### config.mk
export PLATFORM = sky130hd
export DESIGN_NAME = pixel_ingress_scoreboard
export DESIGN_NICKNAME = d
export VERILOG_FILES = /design/src/rtl/pixel_ingress_scoreboard.sv
export SDC_FILE = /design/constraint.sdc
export NUM_CORES = 2
export LEC_CHECK = 0
export CAP_MARGIN = 25
export CORE_MARGIN = 2
export CORE_UTILIZATION = 50
export CTS_CLUSTER_DIAMETER = 60
export DETAILED_ROUTE_END_ITERATION = 8
export GPL_TIMING_DRIVEN = 0
export HOLD_SLACK_MARGIN = 0.08
export PLACE_DENSITY_LB_ADDON = 0.05
export SLEW_MARGIN = 20
export SYNTH_ARGS = -nofsm -noshare
export SYNTH_HDL_FRONTEND = slang
export SYNTH_SLANG_ARGS = --single-unit
### constraint.sdc
create_clock -name clk -period 11.3 [get_ports clk]
set_input_delay 2.26 -clock clk [delete_from_list [all_inputs] [get_ports clk]]
set_output_delay 2.26 -clock clk [all_outputs]
set_load 0.01 [all_outputs]
### src/rtl/pixel_ingress_scoreboard.sv
// Fragment ingress: skid FIFO, early-Z drop, per-pixel RMW hazard scoreboard, drain/flush, stats.
// Optional PIXEL_INGRESS_QUAD_MATCH_EN: hazard match at 2x2 quad granularity.
module pixel_ingress_scoreboard #(
    parameter int COORD_W    = 16,
    parameter int NUM_RT     = 4,
    parameter int PAYLOAD_W  = 192,
    parameter int FIFO_DEPTH = 4,
    parameter int SB_ENTRIES = 8,
    parameter int CNT_W      = 32,
    localparam int RT_W      = (NUM_RT > 1) ? $clog2(NUM_RT) : 1,
    localparam int TAG_W     = $clog2(SB_ENTRIES)
) (
    input  logic                 clk,
    input  logic                 rst_n,
    input  logic                 in_valid,
    output logic                 in_ready,
    input  logic [COORD_W-1:0]   in_x,
    input  logic [COORD_W-1:0]   in_y,
    input  logic [RT_W-1:0]      in_rt,
    input  logic [PAYLOAD_W-1:0] in_payload,
    input  logic                 in_ez_valid,
    input  logic                 in_ez_kill,
    output logic                 out_valid,
    input  logic                 out_ready,
    output logic [COORD_W-1:0]   out_x,
    output logic [COORD_W-1:0]   out_y,
    output logic [RT_W-1:0]      out_rt,
    output logic [PAYLOAD_W-1:0] out_payload,
    output logic [TAG_W-1:0]     out_tag,
    input  logic                 ret_valid,
    input  logic [TAG_W-1:0]     ret_tag,
    input  logic                 flush_req,
    output logic                 flush_done,
    output logic                 busy,
    output logic                 err_ret_invalid,
    output logic [CNT_W-1:0]     stat_accept_cnt,
    output logic [CNT_W-1:0]     stat_kill_cnt,
    output logic [CNT_W-1:0]     stat_stall_cnt
);

    localparam int ENT_W = 2 * COORD_W + RT_W + PAYLOAD_W;
    localparam int PTR_W = (FIFO_DEPTH > 1) ? $clog2(FIFO_DEPTH) : 1;
    localparam int CW    = PTR_W + 1;

`ifdef PIXEL_INGRESS_QUAD_MATCH_EN
    localparam int KEY_W = 2 * COORD_W + RT_W - 2;

    function automatic logic [KEY_W-1:0] mk_key(
        input logic [COORD_W-1:0] x,
        input logic [COORD_W-1:0] y,
        input logic [RT_W-1:0]    rt
    );
        return {x[COORD_W-1:1], y[COORD_W-1:1], rt};
    endfunction
`else
    localparam int KEY_W = 2 * COORD_W + RT_W;

    function automatic logic [KEY_W-1:0] mk_key(
        input logic [COORD_W-1:0] x,
        input logic [COORD_W-1:0] y,
        input logic [RT_W-1:0]    rt
    );
        return {x, y, rt};
    endfunction
`endif

    localparam logic [1:0] ST_RUN   = 2'd0;
    localparam logic [1:0] ST_DRAIN = 2'd1;
    localparam logic [1:0] ST_DONE  = 2'd2;

    logic [1:0]       state;
    logic [ENT_W-1:0] fifo_mem [FIFO_DEPTH];
    logic [PTR_W-1:0] wr_ptr;
    logic [PTR_W-1:0] rd_ptr;
    logic [CW-1:0]    fifo_cnt;

    logic [SB_ENTRIES-1:0] sb_valid;
    logic [KEY_W-1:0]      sb_key [SB_ENTRIES];

    logic                 fifo_empty;
    logic                 fifo_full;
    logic                 accept;
    logic                 kill;
    logic                 push;
    logic                 issue;
    logic                 stall;
    logic                 hazard;
    logic                 free_any;
    logic [TAG_W-1:0]     free_idx;
    logic                 drained;
    logic [ENT_W-1:0]     head;
    logic [COORD_W-1:0]   head_x;
    logic [COORD_W-1:0]   head_y;
    logic [RT_W-1:0]      head_rt;
    logic [PAYLOAD_W-1:0] head_payload;
    logic [KEY_W-1:0]     head_key;

    assign fifo_empty = (fifo_cnt == '0);
    assign fifo_full  = (fifo_cnt == CW'(FIFO_DEPTH));
    assign in_ready   = (state == ST_RUN) && !fifo_full;
    assign accept     = in_valid && in_ready;
    assign kill       = in_ez_valid && in_ez_kill;
    assign push       = accept && !kill;

    assign head         = fifo_mem[rd_ptr];
    assign head_x       = head[ENT_W-1 -: COORD_W];
    assign head_y       = head[ENT_W-COORD_W-1 -: COORD_W];
    assign head_rt      = head[PAYLOAD_W +: RT_W];
    assign head_payload = head[PAYLOAD_W-1:0];
    assign head_key     = mk_key(head_x, head_y, head_rt);

    always_comb begin
        hazard = 1'b0;
        for (int i = 0; i < SB_ENTRIES; i++) begin
            if (sb_valid[i] && (sb_key[i] == head_key)) hazard = 1'b1;
        end
    end

    // Scan downward so the lowest free index wins.
    always_comb begin
        free_any = 1'b0;
        free_idx = '0;
        for (int i = SB_ENTRIES - 1; i >= 0; i--) begin
            if (!sb_valid[i]) begin
                free_any = 1'b1;
                free_idx = TAG_W'(i);
            end
        end
    end

    assign issue   = !fifo_empty && !hazard && free_any && (!out_valid || out_ready);
    assign stall   = !fifo_empty && (hazard || !free_any);
    assign drained = fifo_empty && !out_valid && (sb_valid == '0);

    assign busy       = !fifo_empty || out_valid || (sb_valid != '0);
    assign flush_done = (state == ST_DONE);

    always_ff @(posedge clk) begin
        if (push) fifo_mem[wr_ptr] <= {in_x, in_y, in_rt, in_payload};
    end

    always_ff @(posedge clk or negedge rst_n) begin
        if (!rst_n) begin
            wr_ptr   <= '0;
            rd_ptr   <= '0;
            fifo_cnt <= '0;
        end else begin
            if (push) wr_ptr <= wr_ptr + 1'b1;
            if (issue) rd_ptr <= rd_ptr + 1'b1;
            fifo_cnt <= fifo_cnt + CW'(push) - CW'(issue);
        end
    end

    // Retire is applied before allocate; they never name the same entry.
    always_ff @(posedge clk or negedge rst_n) begin
        if (!rst_n) begin
            sb_valid        <= '0;
            err_ret_invalid <= 1'b0;
            for (int i = 0; i < SB_ENTRIES; i++) sb_key[i] <= '0;
        end else begin
            if (ret_valid) begin
                if (sb_valid[ret_tag]) sb_valid[ret_tag] <= 1'b0;
                else err_ret_invalid <= 1'b1;
            end
            if (issue) begin
                sb_valid[free_idx] <= 1'b1;
                sb_key[free_idx]   <= head_key;
            end
        end
    end

    always_ff @(posedge clk or negedge rst_n) begin
        if (!rst_n) begin
            out_valid   <= 1'b0;
            out_x       <= '0;
            out_y       <= '0;
            out_rt      <= '0;
            out_payload <= '0;
            out_tag     <= '0;
        end else if (issue) begin
            out_valid   <= 1'b1;
            out_x       <= head_x;
            out_y       <= head_y;
            out_rt      <= head_rt;
            out_payload <= head_payload;
            out_tag     <= free_idx;
        end else if (out_ready) begin
            out_valid <= 1'b0;
        end
    end

    always_ff @(posedge clk or negedge rst_n) begin
        if (!rst_n) begin
            state <= ST_RUN;
        end else begin
            case (state)
                ST_RUN:   if (flush_req) state <= ST_DRAIN;
                ST_DRAIN: if (drained) state <= ST_DONE;
                ST_DONE:  state <= ST_RUN;
                default:  state <= ST_RUN;
            endcase
        end
    end

    always_ff @(posedge clk or negedge rst_n) begin
        if (!rst_n) begin
            stat_accept_cnt <= '0;
            stat_kill_cnt   <= '0;
            stat_stall_cnt  <= '0;
        end else begin
            if (push && (stat_accept_cnt != '1))
                stat_accept_cnt <= stat_accept_cnt + 1'b1;
            if (accept && kill && (stat_kill_cnt != '1))
                stat_kill_cnt <= stat_kill_cnt + 1'b1;
            if (stall && (stat_stall_cnt != '1))
                stat_stall_cnt <= stat_stall_cnt + 1'b1;
        end
    end

endmodule

# Word-level counts from Yosys, hierarchy flattened
# Memory sizes are Yosys's and may differ from the RTL's.
# Index checks and enable logic that the tools add are counted.
[classes] n_reduce_logical=42 order_cmp=6 mux=43 n_eq_ne=16 add_sub_neg=7 bitwise_logic=5
[ops] operator="272-bit bitwise mux" n=1
[ops] operator="34-bit equality test" n=8
[ops] operator="34-bit demux with 3-bit select" n=1
[ops] operator="32-bit by 1-bit adder with 32-bit output, second input constant" n=3
[ops] operator="32-bit inequality test, second input constant" n=3
[ops] operator="34-bit 2-to-1 mux" n=1
[ops] operator="1-bit logical AND" n=25
[ops] operator="3-bit 2-to-1 mux" n=8
[ops] operator="8-bit 2-to-1 mux" n=3
[ops] operator="1-bit 2-to-1 mux" n=23
[ops] operator="8-bit AND" n=1
[ops] operator="8-bit logical NOT" n=1
[ops] operator="3-bit by 4-bit less-than comparator with 1-bit output, second input constant" n=2
[ops] operator="8-bit NOT" n=1
[ops] operator="8-bit bitwise OR" n=1
[ops] operator="8-bit nonzero test" n=1
[ops] operator="1-bit demux with 3-bit select" n=2
[ops] operator="3-bit by 1-bit greater-or-equal comparator with 1-bit output, second input constant" n=2
[ops] operator="1-bit logical NOT" n=6
[ops] operator="2-bit by 1-bit adder with 2-bit output, second input constant" n=2
[ops] operator="4-bit greater-or-equal comparator, second input constant" n=1
[ops] operator="1-bit logical OR" n=4
[ops] operator="4-bit by 1-bit less-than comparator with 1-bit output, second input constant" n=1
[ops] operator="2-bit 2-to-1 mux" n=2
[ops] operator="14 further kinds" n=16
[totals] mem_bits_rw=904 output_inout_bits=330 input_bits=237 n_memories=1 reg_bits=616
[memory_table] name="fifo_mem" depth=4 word_bits=226 read_ports=1 rd_clocked_by_memory_dff=0 wr=1 line_no="72" source="logic [ENT_W-1:0] fifo_mem [FIFO_DEPTH];"

# Depth between registers and ports, before layout
# An unclocked memory read counts as a cell.
[depth] ltp_word=16 ltp_mapped=22 mapped_depth_nobuf=16

# Worst setup path before layout
# No wires, ideal clock.
[synth_timing] path_kind="input port to flip-flop" from="input in_ez_valid" to="memory fifo_mem[0][0] in the netlist's numbering, enable pin" t_arrival_ps=7890 path_buffers=1 required_ps=10685 setup_slack_ps=2795 setup_ps=615 stages=4 cell_sequence="nand2_1 > and4b_1 > clkbuf_1 > and2_1"
[synth_via] elab_chain_cells=5
[synth_rtl] element="from (decl)" line_no="21" source="input logic in_ez_valid,"
[synth_rtl] element="1-bit logical AND" line_no="102" source="assign kill = in_ez_valid && in_ez_kill;"
[synth_rtl] element="1-bit logical NOT" line_no="103" source="assign push = accept && !kill;"
[synth_rtl] element="1-bit logical AND" line_no="103"
[synth_rtl] element="1-bit 2-to-1 mux" line_no="139" source="if (push) fifo_mem[wr_ptr] <= {in_x, in_y, in_rt, in_payload};"
[synth_rtl] element="1-bit 2-to-1 mux (implied by the code)" line_no="139"
[synth_rtl] element="to (decl)" line_no="72"
# Every way passes these cells.

# Worst setup path after layout
[layout_timing] from="register rd_ptr[1]" to="register fifo_cnt[2]"
[layout_via] elab_chain_cells=16 elab_cells_between_ends=30 cone_classes="add/sub (1); eq/ne (8); mux (8); reduce/logical (12); memory (1)"
[layout_rtl] element="from (decl)" line_no="74" source="logic [PTR_W-1:0] rd_ptr;"
[layout_rtl] element="from (signal assigned)" line_no="149" source="if (issue) rd_ptr <= rd_ptr + 1'b1;"
[layout_rtl] element="memory read 4 x 226 bit *"
[layout_rtl] element="34-bit equality test" line_no="115" source="if (sb_valid[i] && (sb_key[i] == head_key)) hazard = 1'b1;"
[layout_rtl] element="1-bit logical AND" line_no="115"
[layout_rtl] element="1-bit 2-to-1 mux (7 in a row)" line_no="115"
[layout_rtl] element="1-bit 2-to-1 mux *" line_no="115"
[layout_rtl] element="1-bit logical NOT *" line_no="131" source="assign issue = !fifo_empty && !hazard && free_any && (!out_valid || out_ready);"
[layout_rtl] element="1-bit logical AND * (3 in a row)" line_no="131"
[layout_rtl] element="via issue" line_no="85" source="logic issue;"
[layout_rtl] element="3-bit by 1-bit subtractor with 3-bit output *" line_no="150" source="fifo_cnt <= fifo_cnt + CW'(push) - CW'(issue);"
[layout_rtl] element="to (signal assigned)" line_no="150"
[layout_rtl] element="to (decl)" line_no="75" source="logic [CW-1:0] fifo_cnt;"
# Mark *: on every way through the listed nets, which the timed path passes. The rest lies on a longest branch.
# A chain may end at the register's enable or synchronous reset.

==> impl_metrics.env <==
export IMPL_run_status="finished clean"
export IMPL_max_freq_ghz=0.168
export IMPL_clk_pin_slew_ns=0.06
export IMPL_yosysWarnings=0
export IMPL_critPathLaunchType="register"
export IMPL_clk_latency_ns=0.80
export IMPL_cp_data_required_time_ns=11.96
export IMPL_routedWlPerCell_um=27.3
export IMPL_drt_first_iter_violations=2333
export IMPL_synth_seq_cells=1520
export IMPL_grt_overflow_total=0
export IMPL_slew_viol_final=0
export IMPL_grt_pass1_wl_um=234000
export IMPL_start_util_pct=50.2
export IMPL_cts_tree="done"
export IMPL_yosys_area_top_type="edfxtp_1"
export IMPL_grt_max_degree=89
export IMPL_endpoint="fifo_cnt[2]"
export IMPL_yosys_top_cells_area="edfxtp_1, dfrtp_1, mux4_2"
export IMPL_fin_hold_ws_ns=0.487
export IMPL_post_cts_buffers=0
export IMPL_place_congestion=0.893
export IMPL_met3_length_um=12600
export IMPL_min_path_type="register to register"
export IMPL_portBuffers=565
export IMPL_syn_area_um2=60900
export IMPL_dpl_cell_area_um2=69400
export IMPL_route_vias_total=32916
export IMPL_hold_viol_final=0
export IMPL_ys_seq_area_share_pct=69.9
export IMPL_die_area_um2=125000
export IMPL_avgSynthCellArea_um2=18.3
export IMPL_cts_made_buffers=165
export IMPL_worstMarginPinSlew_ns=1.10
export IMPL_cellPowerDensity_nw_per_um2=256
export IMPL_critPathCaptureType="register"
export IMPL_yosysUniqueCellTypes=68
export IMPL_final_area_um2=74700
export IMPL_nNetsFinal=4351
export IMPL_setup_violations=0
export IMPL_finalWirelength_um=160000
export IMPL_utilization_pct=61.6
export IMPL_clockBufferDepth=3
export IMPL_skew_ns=0.0276
export IMPL_synth_top_cells_by_count="edfxtp_1, dfrtp_1, mux2_1"
export IMPL_htree_levels=4
export IMPL_drc=0
export IMPL_hpwlAfterDp_um=110000
export IMPL_cts_hold_buf=0
export IMPL_rr_endpoint="fifo_cnt[2]"
export IMPL_maxSlewHeadroom_pct=26.2
export IMPL_finalCritPeriodShare_pct=52.5
export IMPL_cts_repair_resized=0
export IMPL_area_growth_pct=22.7
export IMPL_antenna_found_initial=36
export IMPL_rsz0062_at_grt="false"
export IMPL_die_x_um=353
export IMPL_top_layer="met5"
export IMPL_setup_tns_ns=0
export IMPL_grt_usage_pct=25.8
export IMPL_rr_startpoint="rd_ptr[1]"
export IMPL_core_area_um2=121000
export IMPL_dieHeight_um=353
export IMPL_irDropWorstVdd_uv=167
export IMPL_synth_edf_count=904
export IMPL_placed_cells=5554
export IMPL_crit_type="register to register"
export IMPL_boundaryPins=567
export IMPL_first_global_vias=34172
export IMPL_crit_fanout=10
export IMPL_synth_fp_nets=3580
export IMPL_final_cells=5872
export IMPL_wl_met2_um=77200
export IMPL_synth_async_sr_flop_share_pct=40.5
export IMPL_antenna_left=0
export IMPL_placementRows=128
export IMPL_yosysMostFrequentCell="edfxtp_1"
export IMPL_r2r_slack_ns=5.36
export IMPL_dr_pass1_iters=7
export IMPL_cts_sinks=1520
export IMPL_cp_startpoint="rd_ptr[1]"
export IMPL_synthFlopType="edfxtp_1"
export IMPL_drive_gt1_share_pct=20.2
export IMPL_syn_inst=3333
export IMPL_clock_root_buffer="clkbuf_16"
export IMPL_arrival_ns=6.60
export IMPL_maxCapViolCount=0
export IMPL_synth_top_cell_area_share_pct=44.6
export IMPL_p_leak_nw=27.7
export IMPL_fin_crit_ns=5.94
export IMPL_met1_length_um=64600
export IMPL_vias_per_cell=5.61
export IMPL_reg2regPathDepth=21
==> cells by family (layout without fill, tap and decap cells) <==
| kind of cell | after synthesis | after routing | share of synthesized area [%] |
|---|---|---|---|
| AOI/OAI and AO/OA | 97 | 97 | 1.18 |
| muxes | 786 | 786 | 18.6 |
| adders and majority gates | 10 | 10 | 0.218 |
| DFF | 1520 | 1520 | 69.9 |
| buffers and inverters | 221 | 1127 | 1.90 |
| and+or+nand+nor | 362 | 362 | 3.31 |
| other | 0 | 8 | 0 |
| xor gates and xnor gates | 337 | 337 | 4.85 |
==> cell type report <==
cell class                 instances  area [µm²]
buffer                           183        1010
fill                            9067       46500
antenna                            8        20.0
timing repair buffer             604        6530
clock buffer                     248        4780
sequential                      1520       42600
tap                             1625        2030
clock inverter                    54         447
inverter                          38         143
multi-input combinational       1592       17200
==> cell usage in the layout, fill, tap and decap left out, types with 9 or more instances in the layout <==
cell / netlist / layout
clkinv_2: 0 / 24
nand2_1: 77 / 77
mux4_2: 228 / 228
mux2_2: 216 / 216
mux2i_1: 50 / 50
o21ai_0: 14 / 14
ha_1: 9 / 9
nand3_1: 40 / 40
clkinv_1: 1 / 15
a21oi_1: 12 / 12
xor2_1: 139 / 139
inv_1: 37 / 37
and3_1: 11 / 11
buf_2: 65 / 65
clkbuf_1: 58 / 111
nor3_1: 31 / 31
buf_16: 0 / 24
nor2b_1: 9 / 9
clkbuf_16: 0 / 169
nand4_1: 66 / 66
clkbuf_8: 0 / 25
mux2_1: 292 / 292
edfxtp_1: 904 / 904
nor2_1: 41 / 41
nor4_1: 37 / 37
buf_4: 52 / 52
clkdlybuf4s50_1: 0 / 564
dfrtp_1: 616 / 616
xnor2_1: 198 / 198
buf_6: 5 / 15
==> sequential cells by signal, indices dropped and copies added, names as in the netlist <==
signal           count
fifo_mem           904
state                2
rd_ptr               2
out_y               16
sb_valid             8
out_payload        192
stat_kill_cnt       32
out_valid            1
err_ret_invalid      1
sb_key             272
out_x               16
out_rt               2
out_tag              3
stat_accept_cnt     32
stat_stall_cnt      32
wr_ptr               2
fifo_cnt             3
==> power breakdown <==
group          total (mW)  switching (mW)  internal [mW]
Combinational        6.50            3.34           3.16
Clock                5.17            2.21           2.96
Sequential           7.45           0.630           6.82
Total                19.1            6.18           12.9
==> how the worst min path moves through the flow <==
stage | from | slack [ns] | end | depth (start not counted)
after floorplan | state[1] | 0.46 | state[0] | 1
after detailed placement | stat_kill_cnt[30] | 0.48 | stat_kill_cnt[30] | 1
final | out_y[1] | 0.49 | out_y[1] | 1
after global routing | out_payload[133] | 0.50 | out_payload[133] | 1
after CTS | stat_kill_cnt[30] | 0.49 | stat_kill_cnt[30] | 1
after global placement | err_ret_invalid | 0.45 | err_ret_invalid | 1
==> per-layer routing <==
metal | GRT usage [%] | up-vias
met3 | 7.88 | 301
li1 | - | 14366
met4 | 8.97 | 46
met2 | 41.6 | 990
met5 | 0 | -
met1 | 33.6 | 17213
==> critical path, stage by stage, from the launching register on <==
cell and delay (ns):
dfrtp_1 0.33, buf_2 0.25, buf_2 0.34, buf_2 0.43
buf_4 0.33, mux2i_1 0.68, a2bb2oi_1 0.20, mux2i_1 0.21
nor4_1 0.49, nand4_1 0.29, nand4_1 0.35, nor3_4 0.09
nand2_2 0.14, buf_2 0.38, inv_1 0.10, ha_1 0.28
inv_1 0.06, ha_1 0.13, inv_1 0.05, fa_1 0.38
xnor2_1 0.15, xnor2_1 0.12
==> stage by stage <==
step | total power, mW | setup slack, ns
4_1_cts | 19.3 | 5.33
5_1_grt | 20.0 | 5.17
3_5_place_dp | 14.1 | 5.37
2_1_floorplan | 11.2 | 2.79
6_report | 19.1 | 5.36
3_3_place_gp | 14.0 | -23.48
No activity file was read; power rests on OpenSTA's default activity.
